==> src/rtl/common_pkg.sv <==
// Helpers shared by sync_fifo and its read-side adapters: width function and default read geometry.
package common_pkg;

  localparam int DEF_RD_LAT    = 1;
  localparam int DEF_BUF_DEPTH = 3;

  // Bits needed to index n entries; never less than 1 so degenerate sizes still elaborate.
  function automatic int bw(input int n);
    return (n <= 2) ? 1 : $clog2(n);
  endfunction

endpackage

==> src/rtl/fifo_rd_stream_if.sv <==
// FIFO read port plus valid/ready output stream of fifo_rd_stream; master = adapter side.
interface fifo_rd_stream_if
  import common_pkg::*;
#(
  parameter int DATA_W    = 8,
  parameter int BUF_DEPTH = DEF_BUF_DEPTH
);

  logic                  fifo_empty;
  logic                  fifo_rd_en;
  logic [DATA_W-1:0]     fifo_rd_data;
  logic [DATA_W-1:0]     out_data;
  logic                  out_valid;
  logic                  out_ready;
  logic                  out_last;
  logic [bw(BUF_DEPTH):0] occupancy;

  modport master (
    input  fifo_empty, fifo_rd_data, out_ready,
    output fifo_rd_en, out_data, out_valid, out_last, occupancy
  );

  modport slave (
    output fifo_empty, fifo_rd_data, out_ready,
    input  fifo_rd_en, out_data, out_valid, out_last, occupancy
  );

endinterface

==> src/rtl/stream_skid_buf.sv <==
// Circular skid buffer with a registered head word; write and pop may share an edge.
// Caller guarantees no write when full (slots are reserved at issue time).
module stream_skid_buf
  import common_pkg::*;
#(
  parameter int DATA_W    = 8,
  parameter int BUF_DEPTH = DEF_BUF_DEPTH
) (
  input  logic              clk,
  input  logic              rst,
  input  logic              wr_en,
  input  logic [DATA_W-1:0] wr_data,
  input  logic              rd_en,
  output logic [DATA_W-1:0] head_data,
  output logic              head_valid
);

  localparam int PTR_W = bw(BUF_DEPTH);
  localparam int CNT_W = PTR_W + 1;
  localparam logic [PTR_W-1:0] LAST_PTR = PTR_W'(BUF_DEPTH - 1);

  logic [DATA_W-1:0] mem [BUF_DEPTH];
  logic [PTR_W-1:0]  wr_ptr, rd_ptr, rd_ptr_nxt;
  logic [CNT_W-1:0]  count, count_nxt;
  logic              pop;

  function automatic logic [PTR_W-1:0] ptr_inc(input logic [PTR_W-1:0] p);
    return (p == LAST_PTR) ? '0 : p + PTR_W'(1);
  endfunction

  assign pop = rd_en && head_valid;

  always_comb begin
    rd_ptr_nxt = pop ? ptr_inc(rd_ptr) : rd_ptr;
    count_nxt  = count + CNT_W'(wr_en) - CNT_W'(pop);
  end

  always_ff @(posedge clk or negedge rst) begin
    if (!rst) begin
      wr_ptr     <= '0;
      rd_ptr     <= '0;
      count      <= '0;
      head_valid <= 1'b0;
      head_data  <= '0;
      for (int i = 0; i < BUF_DEPTH; i++) mem[i] <= '0;
    end else begin
      if (wr_en) begin
        mem[wr_ptr] <= wr_data;
        wr_ptr      <= ptr_inc(wr_ptr);
      end
      rd_ptr     <= rd_ptr_nxt;
      count      <= count_nxt;
      head_valid <= (count_nxt != '0);
      // The arriving word becomes the head when it lands exactly where the read pointer will point.
      if (wr_en && (wr_ptr == rd_ptr_nxt)) head_data <= wr_data;
      else                                 head_data <= mem[rd_ptr_nxt];
    end
  end

endmodule

==> src/rtl/fifo_rd_stream.sv <==
// Turns a fixed-latency FIFO read port into a valid/ready stream; out_valid RD_LAT+1 clks after a pop.
// Pops only when a buffer slot is reserved, so stalls never drop words. Optional: FIFO_RD_STREAM_LAST_EN.
module fifo_rd_stream
  import common_pkg::*;
#(
  parameter int DATA_W    = 8,
  parameter int RD_LAT    = DEF_RD_LAT,
  parameter int BUF_DEPTH = DEF_BUF_DEPTH,
  parameter int PKT_LEN   = 16
) (
  input  logic             clk,
  input  logic             rst,
  fifo_rd_stream_if.master bus
);

  localparam int OCC_W = bw(BUF_DEPTH) + 1;

  if (RD_LAT < 1 || RD_LAT > 2 || BUF_DEPTH < RD_LAT + 1 || PKT_LEN < 1) begin : g_bad_cfg
    $error("fifo_rd_stream: unsupported RD_LAT/BUF_DEPTH/PKT_LEN combination");
  end

  logic              issue;
  logic              xfer;
  logic [RD_LAT-1:0] inflight;
  logic [OCC_W-1:0]  occ;

  // Occupancy counts in-flight words too, which is what makes the pop safe without looking at out_ready.
  assign issue          = rst && !bus.fifo_empty && (occ < OCC_W'(BUF_DEPTH));
  assign bus.fifo_rd_en = issue;
  assign xfer           = bus.out_valid && bus.out_ready;
  assign bus.occupancy  = occ;

  always_ff @(posedge clk or negedge rst) begin
    if (!rst) begin
      inflight <= '0;
      occ      <= '0;
    end else begin
      inflight <= (inflight << 1) | RD_LAT'(issue);
      occ      <= occ + OCC_W'(issue) - OCC_W'(xfer);
    end
  end

  stream_skid_buf #(
    .DATA_W    (DATA_W),
    .BUF_DEPTH (BUF_DEPTH)
  ) u_buf (
    .clk        (clk),
    .rst        (rst),
    .wr_en      (inflight[RD_LAT-1]),
    .wr_data    (bus.fifo_rd_data),
    .rd_en      (bus.out_ready),
    .head_data  (bus.out_data),
    .head_valid (bus.out_valid)
  );

`ifdef FIFO_RD_STREAM_LAST_EN
  localparam int BCNT_W = bw(PKT_LEN);
  localparam logic [BCNT_W-1:0] LAST_BEAT = BCNT_W'(PKT_LEN - 1);

  logic [BCNT_W-1:0] beat_cnt;

  always_ff @(posedge clk or negedge rst) begin
    if (!rst)      beat_cnt <= '0;
    else if (xfer) beat_cnt <= (beat_cnt == LAST_BEAT) ? '0 : beat_cnt + BCNT_W'(1);
  end

  assign bus.out_last = bus.out_valid && (beat_cnt == LAST_BEAT);
`else
  assign bus.out_last = 1'b0;
`endif

endmodule

==> src/flat_wrapper.sv <==
// flat-port wrapper written by rule: the top's interface ports become plain ports
module fifo_rd_stream_flat import common_pkg::*;
#(
  parameter int DATA_W    = 8,
  parameter int RD_LAT    = DEF_RD_LAT,
  parameter int BUF_DEPTH = DEF_BUF_DEPTH,
  parameter int PKT_LEN   = 16
)
  (clk, rst, bus_fifo_empty, bus_fifo_rd_data, bus_out_ready, bus_fifo_rd_en, bus_out_data, bus_out_valid, bus_out_last, bus_occupancy);
  fifo_rd_stream_if #(.DATA_W(DATA_W), .BUF_DEPTH(BUF_DEPTH)) bus_i ();
  input  logic clk;
  input  logic rst;
  input wire logic [$bits(bus_i.fifo_empty)-1:0] bus_fifo_empty;
  input wire logic [$bits(bus_i.fifo_rd_data)-1:0] bus_fifo_rd_data;
  input wire logic [$bits(bus_i.out_ready)-1:0] bus_out_ready;
  output wire logic [$bits(bus_i.fifo_rd_en)-1:0] bus_fifo_rd_en;
  output wire logic [$bits(bus_i.out_data)-1:0] bus_out_data;
  output wire logic [$bits(bus_i.out_valid)-1:0] bus_out_valid;
  output wire logic [$bits(bus_i.out_last)-1:0] bus_out_last;
  output wire logic [$bits(bus_i.occupancy)-1:0] bus_occupancy;
  assign bus_i.fifo_empty = bus_fifo_empty;
  assign bus_i.fifo_rd_data = bus_fifo_rd_data;
  assign bus_i.out_ready = bus_out_ready;
  assign bus_fifo_rd_en = bus_i.fifo_rd_en;
  assign bus_out_data = bus_i.out_data;
  assign bus_out_valid = bus_i.out_valid;
  assign bus_out_last = bus_i.out_last;
  assign bus_occupancy = bus_i.occupancy;
  fifo_rd_stream #(.DATA_W(DATA_W), .RD_LAT(RD_LAT), .BUF_DEPTH(BUF_DEPTH), .PKT_LEN(PKT_LEN)) u_core (.clk(clk), .rst(rst), .bus(bus_i));
endmodule
==> config.mk <==
export PLATFORM = sky130hd
export DESIGN_NAME = fifo_rd_stream_flat
export DESIGN_NICKNAME = d
export VERILOG_FILES = /design/src/rtl/common_pkg.sv /design/src/rtl/fifo_rd_stream_if.sv /design/src/rtl/stream_skid_buf.sv /design/src/rtl/fifo_rd_stream.sv /design/src/flat_wrapper.sv
export SDC_FILE = /design/constraint.sdc
export NUM_CORES = 1
export LEC_CHECK = 0
export ABC_AREA = 1
export BUFFER_PORTS_ARGS = -buffer_cell sky130_fd_sc_hd__buf_4
export CORE_MARGIN = 1
export CORE_UTILIZATION = 64
export CTS_BUF_LIST = sky130_fd_sc_hd__clkbuf_4
export CTS_CLUSTER_DIAMETER = 30
export DETAILED_ROUTE_END_ITERATION = 6
export GPL_ROUTABILITY_DRIVEN = 0
export HOLD_SLACK_MARGIN = 0.05
export PLACE_DENSITY = 0.87
export SLEW_MARGIN = 20
export SYNTH_ARGS = -nofsm -noshare
export SYNTH_HDL_FRONTEND = slang
export SYNTH_SLANG_ARGS = --single-unit
==> constraint.sdc <==
create_clock -name clk -period 3.55 [get_ports clk]
set_input_delay 0.1775 -clock clk [delete_from_list [all_inputs] [get_ports clk]]
set_output_delay 0.1775 -clock clk [all_outputs]
set_load 0.05 [all_outputs]
## Yosys cells after proc, flatten, opt, wreduce, memory -nomap -nowiden

Cells that the tools add are included.

| storage, ports and cells | value |
|---|---|
| register bits after elaboration | 44 |
| bits of input ports | 12 |
| output and inout port bits | 14 |
| logic and storage cells | 42 |

| operators by class | value |
|---|---|
| add/sub/neg operators | 6 |
| $lt $le $gt $ge | 4 |
| eq/ne operators | 3 |
| multiplexer cells | 10 |
| bitwise operators | 2 |
| reductions and logical operators | 7 |

Operator list:

| operator | number |
|---|---|
| 8-bit two-way mux | 4 |
| 24-bit bitwise mux | 1 |
| 8-bit binary-select mux with 2-bit select | 1 |
| 8-bit demux with 2-bit select | 1 |
| 3-bit by 1-bit adder with 3-bit output | 2 |
| 3-bit greater-or-equal comparator (second input constant) | 2 |
| 2-bit two-way mux | 3 |
| 2-bit NOT with 3-bit output | 2 |
| 3-bit by 1-bit subtractor with 3-bit output | 2 |
| 1-bit logical AND | 5 |
| 2-bit by 1-bit adder with 2-bit output (second input constant) | 2 |
| 2-bit == test (second input constant) | 2 |
| 3-bit by 1-bit less-than comparator with 1-bit output (second input constant) | 1 |
| 3-bit by 2-bit less-than comparator with 1-bit output (second input constant) | 1 |
| 3-bit nonzero test | 1 |
| 2-bit == test | 1 |
| 1-bit logical NOT | 1 |

## Depth between registers and ports, before layout

Gate-level depths: netlist (run 1).

| depth | value |
|---|---|
| depth after elaboration | 8 |
| depth in mapped cells | 10 |
| mapped depth without buffers | 10 |

## Modules after synthesis

A second synthesis (run 1) with hierarchy kept.

| second synthesis, totals | value |
|---|---|
| cell total of the unflattened synthesis | 250 |
| area total of the unflattened synthesis | 2,118.3 sq um |

By module, submodules not included:

| module | instances | cells each | area each (sq um) | seq. area each (sq um) |
|---|---|---|---|---|
| stream_skid_buf | 1 | 224 | 1,886.8 | 1,001.0 |
| fifo_rd_stream | 1 | 26 | 231.5 | 100.1 |

## Worst setup path before layout (run 1)

Ideal clock, no wire load.

| timing | value |
|---|---|
| path kind | register -> register |
| from | reg u_core.occ[2] (netlist: u_core.bus.occupancy[2]) |
| to | reg u_core.occ[2] (netlist: u_core.bus.occupancy[2]) |
| library setup time | 0.122 ns |
| arrival | 2.547 ns |
| required time | 3.428 ns |
| slack | 0.881 ns |
| cell stages (with the launch flop) | 11 |
| path buffers | 0 |
| clock period less this slack | 2.669 ns |
| cell sequence | dfrtp_1 -> inv_1 -> ha_1 -> nand2_1 -> and3_1 -> inv_1 -> ha_1 -> inv_1 -> ha_1 -> fa_1 -> xor2_1 |

| on the way | value |
|---|---|
| longest elaborated chain between the ends | 4 |

Ends and longest elaborated chain:

| item | RTL line | text |
|---|---|---|
| from (decl) | fifo_rd_stream.sv:25 | `logic [OCC_W-1:0] occ;` |
| from (signal assigned) | fifo_rd_stream.sv:39 | `occ <= occ + OCC_W'(issue) - OCC_W'(xfer);` |
| 3-bit by 2-bit less-than comparator with 1-bit output | fifo_rd_stream.sv:28 | `assign issue = rst && !bus.fifo_empty && (occ < OCC_W'(BUF_DEPTH));` |
| 1-bit logical AND | fifo_rd_stream.sv:28 |  |
| named net bus_fifo_rd_en | flat_wrapper.sv:16 | `output wire logic [$bits(bus_i.fifo_rd_en)-1:0] bus_fifo_rd_en;` |
| 3-bit by 1-bit adder with 3-bit output | fifo_rd_stream.sv:39 |  |
| 3-bit by 1-bit subtractor with 3-bit output | fifo_rd_stream.sv:39 |  |

The timed path passes the listed nets, and every way through them passes these cells.
A chain may end at the register's enable or synchronous reset.

## Worst setup path after layout (run 1)

| timing | value |
|---|---|
| from | reg u_core.occ[1] (netlist: u_core.bus.occupancy[1]) |
| to | reg u_core.occ[2] (netlist: u_core.bus.occupancy[2]) |

| on the way | value |
|---|---|
| longest elaborated chain between the ends | 4 |

Ends and longest elaborated chain:

| item | RTL line |
|---|---|
| 3-bit by 2-bit less-than comparator with 1-bit output | fifo_rd_stream.sv:28 |
| 1-bit logical AND | fifo_rd_stream.sv:28 |
| 3-bit by 1-bit adder with 3-bit output * | fifo_rd_stream.sv:39 |
| 3-bit by 1-bit subtractor with 3-bit output * | fifo_rd_stream.sv:39 |

Mark *: on every way between the ends. The rest lies on a longest branch, timed or not.

==> results_dict.tcl, run 1 <==
set metrics [dict create \
    first_global_vias 1568 \
    design.core.area_mm2 0.00310 \
    drt-initial-drc-count 149 \
    synthesis.nets 260 \
    synth.area.top_cells "dfrtp_1 (52%), nand2_1 (11%), nand3_1 (8.3%)" \
    placement.setup.worst_slack_ps 1470 \
    timing.critical_path.arrival_ps 2350 \
    post_cts_resize_count 0 \
    antenna_found_initial 0 \
    finalSetupViolCount 0 \
    avgViaCountPerCell 5.33 \
    totalPowerFinal_w 0.00239 \
    cts_post_setup_buffers_inserted 0 \
    drtPass1Iterations 4 \
    floorplan.die_area_mm2 0.00353 \
    synth_area_per_cell_um2 8.76 \
    final.min_clock_period_ps 2090 \
    synth-simple-area-share_pct 26.0 \
    grt_start_max_net_pins 45 \
    dominant_register_cell_in_the_synthesized_netlist "dfrtp_1" \
    grt_pass1_wl_mm 7.26 \
    cell_type_with_the_highest_aggregate_area_in_the_netlist "dfrtp_1" \
    crit_path_max_fanout 3 \
    number_of_primary_i_o_pins 26 \
    fmax_ghz 0.479 \
    status "finished, final reports clean" \
    yosys.area_share.xor_xnor_pct 1.24 \
    synth.top_cell.area_share_pct 52.1 \
    wl_per_cell_um 13.8 \
    clock-sinks 44 \
    placed_cell_area_mm2 0.00232 \
    hpwlAfterDp_mm 2.96 \
    vias 1691 \
    required_ps 3810 \
    htree_num_levels 2 \
    synth_common_cells "nand2_1 (62), dfrtp_1 (44), inv_1 (37), nand3_1 (35), o21ai_0 (26)" \
    share_of_cells_above_drive_strength_1_pct 17.9 \
    dieWidth_um 59.4 \
    area_fraction_in_compound_gates_after_synthesis_pct 6.93 \
    grt_util_all_layers_pct 28.9 \
    grt-ovfl-total 0 \
    peakVddDrop_mv 0.530 \
    path_class "flop to flop" \
    skew_ps 4.35 \
    cts_max_path_buffers 2 \
    wirelength_mm 4.36 \
    synth_enable_flop_cells 0 \
    syn_to_layout_area_delta_pct 14.5 \
    synth.mux.area_fraction_pct 0 \
    crit_path_start_kind "flop" \
    cap_violations 0 \
    synth-seq-area-share_pct 52.1 \
    synth.yosys.warnings 0 \
    cellLeakagePower_nw 1.34 \
    numPortBuffers 24 \
    synthesized_instance_count 241 \
    report.final.slew_viol_count 0 \
    layout.cells.non_filler 317 \
    clockRootBuffer "clkbuf_4" \
    largest_family_of_logic_cells_by_synthesized_area "simple AND/OR/NAND/NOR gates" \
    fillCellCount 224 \
    place.detailed.instances 305 \
    holdCritPathClass "primary input to flop" \
    yosysMostFrequentCell "nand2_1" \
    power.density_mw_per_mm2 987 \
    synth_area_in_adders_pct 4.86 \
    syn-cell-area_mm2 0.00211 \
    worst_slew_margin_rel_pct 59.7 \
    route.detailed.drc 0 \
    synth.ff_latch_count 44 \
    final_nets 291 \
    num_rows 20 \
    tns_ps 0 \
    ff_to_ff_setup_slack_ps 1460 \
    finalInstanceArea_mm2 0.00242 \
    endpoint_kind "flop" \
    cts_inserted_buffers 5 \
    antennaDiodeCount 0 \
    path_clk_slew_ps 110 \
    grt_setup_unrepaired "no" \
    synthArstFlopShare_pct 100 \
    setup_ws_ps 1460 \
    clkLatencyLatePin_ps 360 \
    drt.antenna.violating_nets 0 \
    die_h_um 59.4 \
    cts_tree "yes" \
    synthDistinctLibCells 22 \
    period_share_pct 58.9 \
    holdBufCountCts 3 \
    final_hold_viol_count 0 \
    max_slew.worst_pin.slew_ps 602 \
    effective_utilization_at_floorplan_pct 68.1 \
]
## stage by stage
stage / utilization (%) / hold slack (ps)
2_1_floorplan: - / -118
3_3_place_gp: 74.8 / 296
3_5_place_dp: 74.8 / 300
4_1_cts: 77.6 / 55.0
5_1_grt: 77.9 / 66.6
6_report: 77.9 / 55.8
## where the power goes
| group | leakage, nW | switching (W) | internal, W |
|---|---|---|---|
| combinational | 0.786 | 0.000848 | 0.000401 |
| clock | 0.0338 | 0.000149 | 0.0000915 |
| sequential | 0.522 | 0.000141 | 0.000756 |
| total | 1.34 | 0.00114 | 0.00125 |
## state kept, by name, indices dropped and copies added (netlist names)
signal,flops
u_core.u_buf.head_valid,1
u_core.u_buf.head_data,8
u_core.u_buf.wr_ptr,2
u_core.u_buf.count,3
u_core.bus.occupancy,3
u_core.inflight,1
u_core.u_buf.mem,24
u_core.u_buf.rd_ptr,2
## cells by family (layout without fill, tap and decap cells)
group,after synthesis,after routing
AOI/OAI and AO/OA,27,27
xor gates and xnor gates,3,3
adders and majority gates,7,7
buffers and inverters,45,77
DFF,44,44
other,1,1
and+or+nand+nor,114,114
## layout by cell type (no fill, tap or decap), drive strengths merged, types with 3 or more instances in the layout
| cell | n |
|---|---|
| inv | 40 |
| o21ai | 27 |
| clkbuf | 7 |
| xor2 | 3 |
| dfrtp | 44 |
| ha | 5 |
| buf | 25 |
| nand2 | 71 |
| nand3 | 36 |
| dlygate4sd3 | 4 |
| nor2 | 6 |
## area by class of cell
type | count | area [um2] | area share, %
clock buffers | 7 | 52.6 | 2.17
clock inverters | 1 | 3.75 | 0.155
inverters | 40 | 150 | 6.21
repair buffers | 29 | 228 | 9.42
multi-input cells | 152 | 828 | 34.2
flip-flops and latches | 44 | 1100 | 45.5
well taps | 44 | 55.1 | 2.28
## critical path, cell delays in order, from the launching register on
cell and delay (ps):
dfrtp_1 420, ha_1 220, nand2_1 60, and3_1 180, inv_1 50, ha_1 280
inv_1 50, ha_1 190, fa_1 370, xor2_1 170
## path summary, 6_finish.rpt
kind                                                         from                                  end  cells past startpoint
worst min register to register   u_core.u_buf.mem[11]$_DFFE_PN0P_     u_core.u_buf.mem[11]$_DFFE_PN0P_                      2
worst min-delay path                          bus_fifo_rd_data[1]  u_core.u_buf.head_data[1]$_DFF_PN0_                      3
worst max register to register  u_core.bus.occupancy[1]$_DFF_PN0_    u_core.bus.occupancy[2]$_DFF_PN0_                      9
max in group asynchronous                                     rst    u_core.bus.occupancy[0]$_DFF_PN0_                      3
min in group asynchronous                                     rst      u_core.u_buf.count[1]$_DFF_PN0_                      3
worst max-delay path            u_core.bus.occupancy[1]$_DFF_PN0_    u_core.bus.occupancy[2]$_DFF_PN0_                      9
## metal layers
layer	GRT usage [%]	part of all wire (%)
met2	45.1	47
met5	0	0
met4	12.2	2.6
met3	8.30	7.0
met1	37.6	43
(Power assumes the default switching activity.)
==> run 2, diff against run 1 <==
--- a/config.mk
+++ b/config.mk
@@ -8,13 +8,13 @@
 export ABC_AREA = 1
 export BUFFER_PORTS_ARGS = -buffer_cell sky130_fd_sc_hd__buf_4
 export CORE_MARGIN = 1
-export CORE_UTILIZATION = 64
+export CORE_UTILIZATION = 60
 export CTS_BUF_LIST = sky130_fd_sc_hd__clkbuf_4
 export CTS_CLUSTER_DIAMETER = 30
 export DETAILED_ROUTE_END_ITERATION = 6
 export GPL_ROUTABILITY_DRIVEN = 0
 export HOLD_SLACK_MARGIN = 0.05
-export PLACE_DENSITY = 0.87
+export PLACE_DENSITY = 0.82
 export SLEW_MARGIN = 20
 export SYNTH_ARGS = -nofsm -noshare
 export SYNTH_HDL_FRONTEND = slang
==> constraint.sdc (replaced) <==
create_clock -name clk -period 2 [get_ports clk]
set_input_delay 0.1 -clock clk [delete_from_list [all_inputs] [get_ports clk]]
set_output_delay 0.1 -clock clk [all_outputs]
set_load 0.05 [all_outputs]
==> run 2 against run 1 <==
Against the previous run: non-clock buffer count up 10; register-to-register slack worse by 1400 ps; maximum frequency up 8.4%; clock-buffer cell count down 2; largest cell class unchanged.
==> results_dict.tcl, run 2 (synthesized netlist as in run 1, its figures left out) <==
set metrics [dict create \
    wl_per_cell_um 13.4 \
    period_share_pct 96.4 \
    worst_path_max_delay_cell "dfrtp_2" \
    numPortBuffers 24 \
    crit_path_start_kind "flop" \
    largest_register_ffs 24 \
    fillCellCount 246 \
    first_global_vias 1523 \
    peakVddDrop_mv 0.921 \
    status "finished, final reports clean" \
    dieWidth_um 61.3 \
    grt-ovfl-total 0 \
    reg.largest.list "u_core.u_buf.mem: 24 flops, u_core.u_buf.head_data: 8 flops" \
    path_class "flop to flop" \
    power.density_mw_per_mm2 1730 \
    clockRootBuffer "clkbuf_4" \
    die_h_um 61.3 \
    antenna_found_initial 0 \
    final_nets 301 \
    registers.top_by_ff_count "u_core.u_buf.mem" \
    wirelength_mm 4.42 \
    grt_util_all_layers_pct 26.9 \
    cts_inserted_buffers 5 \
    clkLatencyLatePin_ps 360 \
    final_hold_viol_count 0 \
    number_of_primary_i_o_pins 26 \
    effective_utilization_at_floorplan_pct 62.8 \
    required_ps 2320 \
    place.detailed.instances 311 \
    endpoint_kind "flop" \
    htree_num_levels 2 \
    max_slew.worst_pin.slew_ps 641 \
    skew_ps 6.04 \
    report.final.slew_viol_count 0 \
    route.detailed.drc 0 \
    cap_violations 0 \
    final.min_clock_period_ps 1930 \
    grt_pass1_wl_mm 7.02 \
    worst_slew_margin_rel_pct 57.2 \
    cellLeakagePower_nw 1.38 \
    finalInstanceArea_mm2 0.00259 \
    worst_path_largest_cell_delay_ps 440 \
    most-common-layout-cells "nand2_1 (62), dfrtp_1 (41), nand3_1 (35)" \
    drt-initial-drc-count 128 \
    antennaDiodeCount 0 \
    clock-sinks 44 \
    drtPass1Iterations 5 \
    path_clk_slew_ps 130 \
    vias 1715 \
    floorplan.die_area_mm2 0.00376 \
    cts_max_path_buffers 2 \
    syn_to_layout_area_delta_pct 22.5 \
    drt.antenna.violating_nets 0 \
    design.core.area_mm2 0.00336 \
    fmax_ghz 0.519 \
    cts_tree "yes" \
    avgViaCountPerCell 5.21 \
    grt_start_max_net_pins 45 \
    crit_chain "nand2_4, inv_4, ha_4, inv_2, ha_4, fa_2, xor2_1, xor2_1, inv_1, nand2_1" \
    grt_setup_unrepaired "yes" \
    ff2ff_path_depth 10 \
    timing.hold.worst_path_depth 4 \
    timing.critical_path.arrival_ps 2240 \
    layout.core_utilization_pct 76.9 \
    layout_commonest_cell "nand2_1" \
    placed_cell_area_mm2 0.00238 \
    num_rows 21 \
    holdCritPathClass "primary input to flop" \
    share_of_cells_above_drive_strength_1_pct 23.7 \
    finalSetupViolCount 0 \
    hpwlAfterDp_mm 2.87 \
    layout.cells.non_filler 329 \
    crit_path_max_fanout 5 \
]
-- run 2: cell count changes in the layout (fill, tap and decap cells not counted), moves of 3 or more --
cell / delta
ha_1: -4
dfrtp_1: -3
dfrtp_2: +3
buf_4: +4
dlygate4sd3_1: +6
inv_1: -3
-- run 2: path summary, 6_finish.rpt --
check                                                  startpoint                                 to  slack [ps]
worst max-delay path            u_core.u_buf.head_valid$_DFF_PN0_  u_core.u_buf.head_valid$_DFF_PN0_          70
worst min-delay path                                bus_out_ready   u_core.u_buf.rd_ptr[1]$_DFF_PN0_         180
worst max register to register  u_core.u_buf.head_valid$_DFF_PN0_  u_core.u_buf.head_valid$_DFF_PN0_          70
worst min register to register   u_core.u_buf.mem[15]$_DFFE_PN0P_   u_core.u_buf.mem[15]$_DFFE_PN0P_         500
max in group asynchronous                                     rst  u_core.bus.occupancy[2]$_DFF_PN0_        1250
min in group asynchronous                                     rst   u_core.u_buf.rd_ptr[1]$_DFF_PN0_         360
-- run 2: final cells by class --
type | instances | area (um2) | share of cell area [%]
inverter | 40 | 153 | 5.90
tap | 46 | 57.6 | 2.23
timing repair buffer | 39 | 318 | 12.3
clock inverter | 3 | 42.5 | 1.64
clock buffer | 5 | 37.5 | 1.45
sequential | 44 | 1100 | 42.7
multi-input combinational | 152 | 873 | 33.8
-- run 2: routing by layer --
layer	vias up	wire length (um)	share of wire [%]	global-route usage [%]
met5	-	0	0	0
met4	0	93	2.1	12.4
met3	12	362	8.2	5.04
met2	80	2150	49	43.3
met1	791	1820	41	35.6
li1	832	-	-	-
-- run 2: report_power, final --
part | leakage, nW | switching, W | internal, W
registers | 0.519 | 0.000242 | 0.00135
clock network | 0.0412 | 0.000294 | 0.000261
logic | 0.824 | 0.00154 | 0.000798
total | 1.38 | 0.00207 | 0.00240
-- run 2: timing repair --
item / in CTS / in global routing
hold buffers: 10 / 0
pin swaps: 3 / 6
hold endpoints to repair: 63 / 0
resized for setup: 1 / 5
buffers inserted: 0 / 0
setup endpoints to repair: 1 / 3
-- run 2: stage by stage --
stage | TNS (ps) | hold slack, ps | setup WS, ps | total power (W)
5_1_grt | -15.0 | 207 | -15.0 | 0.00483
4_1_cts | 0 | 168 | 11.2 | 0.00443
2_1_floorplan | -404 | -196 | -179 | 0.00324
3_3_place_gp | 0 | 248 | 94.2 | 0.00375
6_report | 0 | 184 | 72.4 | 0.00448
3_5_place_dp | -8.82 | 241 | -8.82 | 0.00385
-- run 2: critical path: cells and delay by family, from the launching register on --
family	cells	cell delay [ps]
adders and majority gates	3	760
DFF	1	440
xor gates and xnor gates	2	360
and+or+nand+nor	2	170
buffers and inverters	3	140
==> run 3, diff against run 2 <==
--- a/config.mk
+++ b/config.mk
@@ -18,4 +18,5 @@
 export SLEW_MARGIN = 20
 export SYNTH_ARGS = -nofsm -noshare
 export SYNTH_HDL_FRONTEND = slang
+export SYNTH_HIERARCHICAL = 1
 export SYNTH_SLANG_ARGS = --single-unit
==> run 3 against run 2 <==
Against the previous run: register-to-register slack better by 50 ps; routed wire length up 1.2%; utilization up 0.11 points; largest power group unchanged.
==> results_dict.tcl, run 3 <==
set metrics [dict create \
    status "finished, final reports clean" \
    cts_tree "yes" \
    vias 1706 \
    synth-simple-area-share_pct 26.9 \
    wirelength_mm 4.47 \
    power.density_mw_per_mm2 1690 \
    critical_path.top_delay_family "adder cells" \
    drtPass1Iterations 4 \
    die_h_um 61.4 \
    worst_path_max_delay_cell "dfrtp_2" \
    critical_path.reg2reg.startpoint "u_core/u_buf/head_valid$_DFF_PN0_" \
    timing.hold.worst_path_depth 6 \
    num_rows 21 \
    grt-ovfl-total 0 \
    cts_inserted_buffers 5 \
    synth_area_per_cell_um2 8.47 \
    hpwlAfterDp_mm 2.96 \
    worstHoldStart "bus_out_ready" \
    fillCellCount 241 \
    holdCritPathClass "primary input to flop" \
    reg.largest.list "u_core/u_buf/mem: 24 flops, u_core/u_buf/head_data: 8 flops" \
    clockRootBuffer "clkbuf_4" \
    antennaDiodeCount 0 \
    placement.setup.worst_slack_ps 76.3 \
    peakVddDrop_mv 1.12 \
    grt_start_max_net_pins 45 \
    final_nets 309 \
    largest_family_of_logic_cells_by_synthesized_area "simple AND/OR/NAND/NOR gates" \
    grt_util_all_layers_pct 27.2 \
    finalSetupViolCount 0 \
    syn_to_layout_area_delta_pct 22.3 \
    first_global_vias 1630 \
    layout_commonest_cell "nand2_1" \
    period_share_pct 94.0 \
    synth_area_in_adders_pct 4.84 \
    clock-sinks 44 \
    crit_path_max_fanout 4 \
    synth_enable_flop_cells 0 \
    cell_type_with_the_highest_aggregate_area_in_the_netlist "dfrtp_1" \
    dominant_register_cell_in_the_synthesized_netlist "dfrtp_1" \
    synth.mux.area_fraction_pct 0 \
    final.min_clock_period_ps 1880 \
    path_clk_slew_ps 110 \
    share_of_cells_above_drive_strength_1_pct 19.9 \
    skew_ps 13.7 \
    route.detailed.drc 0 \
    timing.rr.end "u_core/u_buf/head_valid$_DFF_PN0_" \
    synthesized_instance_count 250 \
    endpoint_kind "flop" \
    required_ps 2250 \
    avgViaCountPerCell 5.06 \
    cap_violations 0 \
    synth-seq-area-share_pct 52.0 \
    synthArstFlopShare_pct 100 \
    ff_to_ff_setup_slack_ps 120 \
    timing.critical_path.arrival_ps 2130 \
    synthDistinctLibCells 19 \
    tns_ps 0 \
    max_slew.worst_pin.slew_ps 603 \
    yosysMostFrequentCell "nand2_1" \
    clkLatencyLatePin_ps 360 \
    worst_slew_margin_rel_pct 59.7 \
    syn-cell-area_mm2 0.00212 \
    effective_utilization_at_floorplan_pct 63.0 \
    report.final.slew_viol_count 0 \
    area_fraction_in_compound_gates_after_synthesis_pct 6.14 \
    yosys.area_share.xor_xnor_pct 0.827 \
    cts_max_path_buffers 2 \
    setup_ws_ps 120 \
    total_buffers_and_inverters_traversed_by_the_critical_path 3 \
    synthesis.nets 269 \
    antenna_found_initial 0 \
    cellLeakagePower_nw 1.40 \
    min_delay_worst_endpoint "u_core/bus.occupancy[0]$_DFF_PN0_" \
    worst_path_largest_cell_delay_ps 450 \
    ff2ff_path_depth 10 \
    numPortBuffers 24 \
    design.core.area_mm2 0.00336 \
    synth.yosys.warnings 6 \
    most-common-layout-cells "nand2_1 (67), dfrtp_1 (41), inv_1 (40)" \
    grt_setup_unrepaired "no" \
    synth.ff_latch_count 44 \
    number_of_primary_i_o_pins 26 \
    htree_num_levels 2 \
    crit_chain "nand2_4, inv_6, ha_4, inv_2, ha_4, fa_2, xor2_2, xor2_1, inv_1, nand2_1" \
    fin_worst_hold_slack_ps 347 \
    final_hold_viol_count 0 \
    critical_path.most_common_cell "ha_4" \
    synth.top_cell.area_share_pct 52.0 \
    synth_common_cells "nand2_1 (67), dfrtp_1 (44), inv_1 (41), nand3_1 (30), o21ai_0 (26)" \
    crit_path_start_kind "flop" \
    drt.antenna.violating_nets 0 \
    registers.top_by_ff_count "u_core/u_buf/mem" \
    wl_per_cell_um 13.3 \
    largest_register_ffs 24 \
    dieWidth_um 61.4 \
    floorplan.die_area_mm2 0.00377 \
    path_class "flop to flop" \
    synth.area.top_cells "dfrtp_1 (52%), nand2_1 (12%), inv_1 (7.3%)" \
    fmax_ghz 0.532 \
    grt_pass1_wl_mm 7.29 \
    drt-initial-drc-count 166 \
]
==> run 3: cell types whose count changed in the layout (fill, tap and decap cells not counted), moves of 5 or more <==
cell and change:
nand2_1 +5, nand4_1 +8, inv_1 +6, nand3_1 -5
==> run 3: layout make-up <==
cell class                      count  area (um2)  share of cell area [%]
Multi-Input combinational cell    156         868                    33.5
Sequential cell                    44        1100                    42.7
Tap cell                           46        57.6                    2.22
Timing Repair Buffer               38         310                    12.0
Clock inverter                      3        37.5                    1.45
Inverter                           45         174                    6.71
Clock buffer                        5        37.5                    1.45
==> run 3: how the worst max path moves through the flow <==
stage	from	end	slack [ps]	depth (start not counted)
floorplan	u_core/u_buf/head_valid$_DFF_PN0_	u_core/u_buf/head_valid$_DFF_PN0_	-10	10
global placement	u_core/u_buf/head_valid$_DFF_PN0_	u_core/u_buf/head_valid$_DFF_PN0_	120	10
CTS	u_core/u_buf/head_valid$_DFF_PN0_	u_core/u_buf/head_valid$_DFF_PN0_	50	10
finish	u_core/u_buf/head_valid$_DFF_PN0_	u_core/u_buf/head_valid$_DFF_PN0_	120	10
detailed placement	u_core/u_buf/head_valid$_DFF_PN0_	u_core/u_buf/head_valid$_DFF_PN0_	80	10
global route	u_core/u_buf/head_valid$_DFF_PN0_	u_core/u_buf/head_valid$_DFF_PN0_	2	10
==> run 3: worst reg2reg max path, stage by stage (launching register included) <==
cell     delay [ps]
dfrtp_2         450
nand2_4         100
inv_6            40
ha_4            260
inv_2            40
ha_4            140
fa_2            350
xor2_2          160
xor2_1          150
inv_1            60
nand2_1          40
==> run 3: routing by layer <==
layer  global-route usage, %  routed length [um]
met5                       0                   0
met4                    10.8                  63
met3                    6.30                 296
met2                    43.5                2180
met1                    36.1                1940
==> run 3: repair_timing <==
item	in CTS	in global routing
hold endpoints to repair	62	0
resized for setup	0	2
setup endpoints to repair	0	1
hold buffers	10	0
buffers inserted	0	2
==> run 3: power breakdown <==
group | switching [W] | leakage, nW | internal (W)
Sequential | 0.000233 | 0.516 | 0.00134
Combinational | 0.00150 | 0.846 | 0.000764
Clock | 0.000288 | 0.0403 | 0.000256
Total | 0.00202 | 1.40 | 0.00236
==> run 3: cells by family after synthesis <==
| family | count (synthesis) |
|---|---|
| simple gates | 120 |
| buf+inv | 50 |
| fa+ha+maj | 7 |
| xor+xnor | 2 |
| flops | 44 |
| other cells | 1 |
| compound gates | 26 |
==> run 3: through the flow <==
stage / utilization [%] / instances / instance area (um2) / power [W]
2_1_floorplan: - / 250 / 2160 / 0.00321
3_3_place_gp: 71.1 / 317 / 2390 / 0.00370
3_5_place_dp: 71.1 / 317 / 2390 / 0.00378
4_1_cts: 76.3 / 335 / 2560 / 0.00434
5_1_grt: 77.0 / 337 / 2590 / 0.00476
6_report: 77.0 / 337 / 2590 / 0.00438
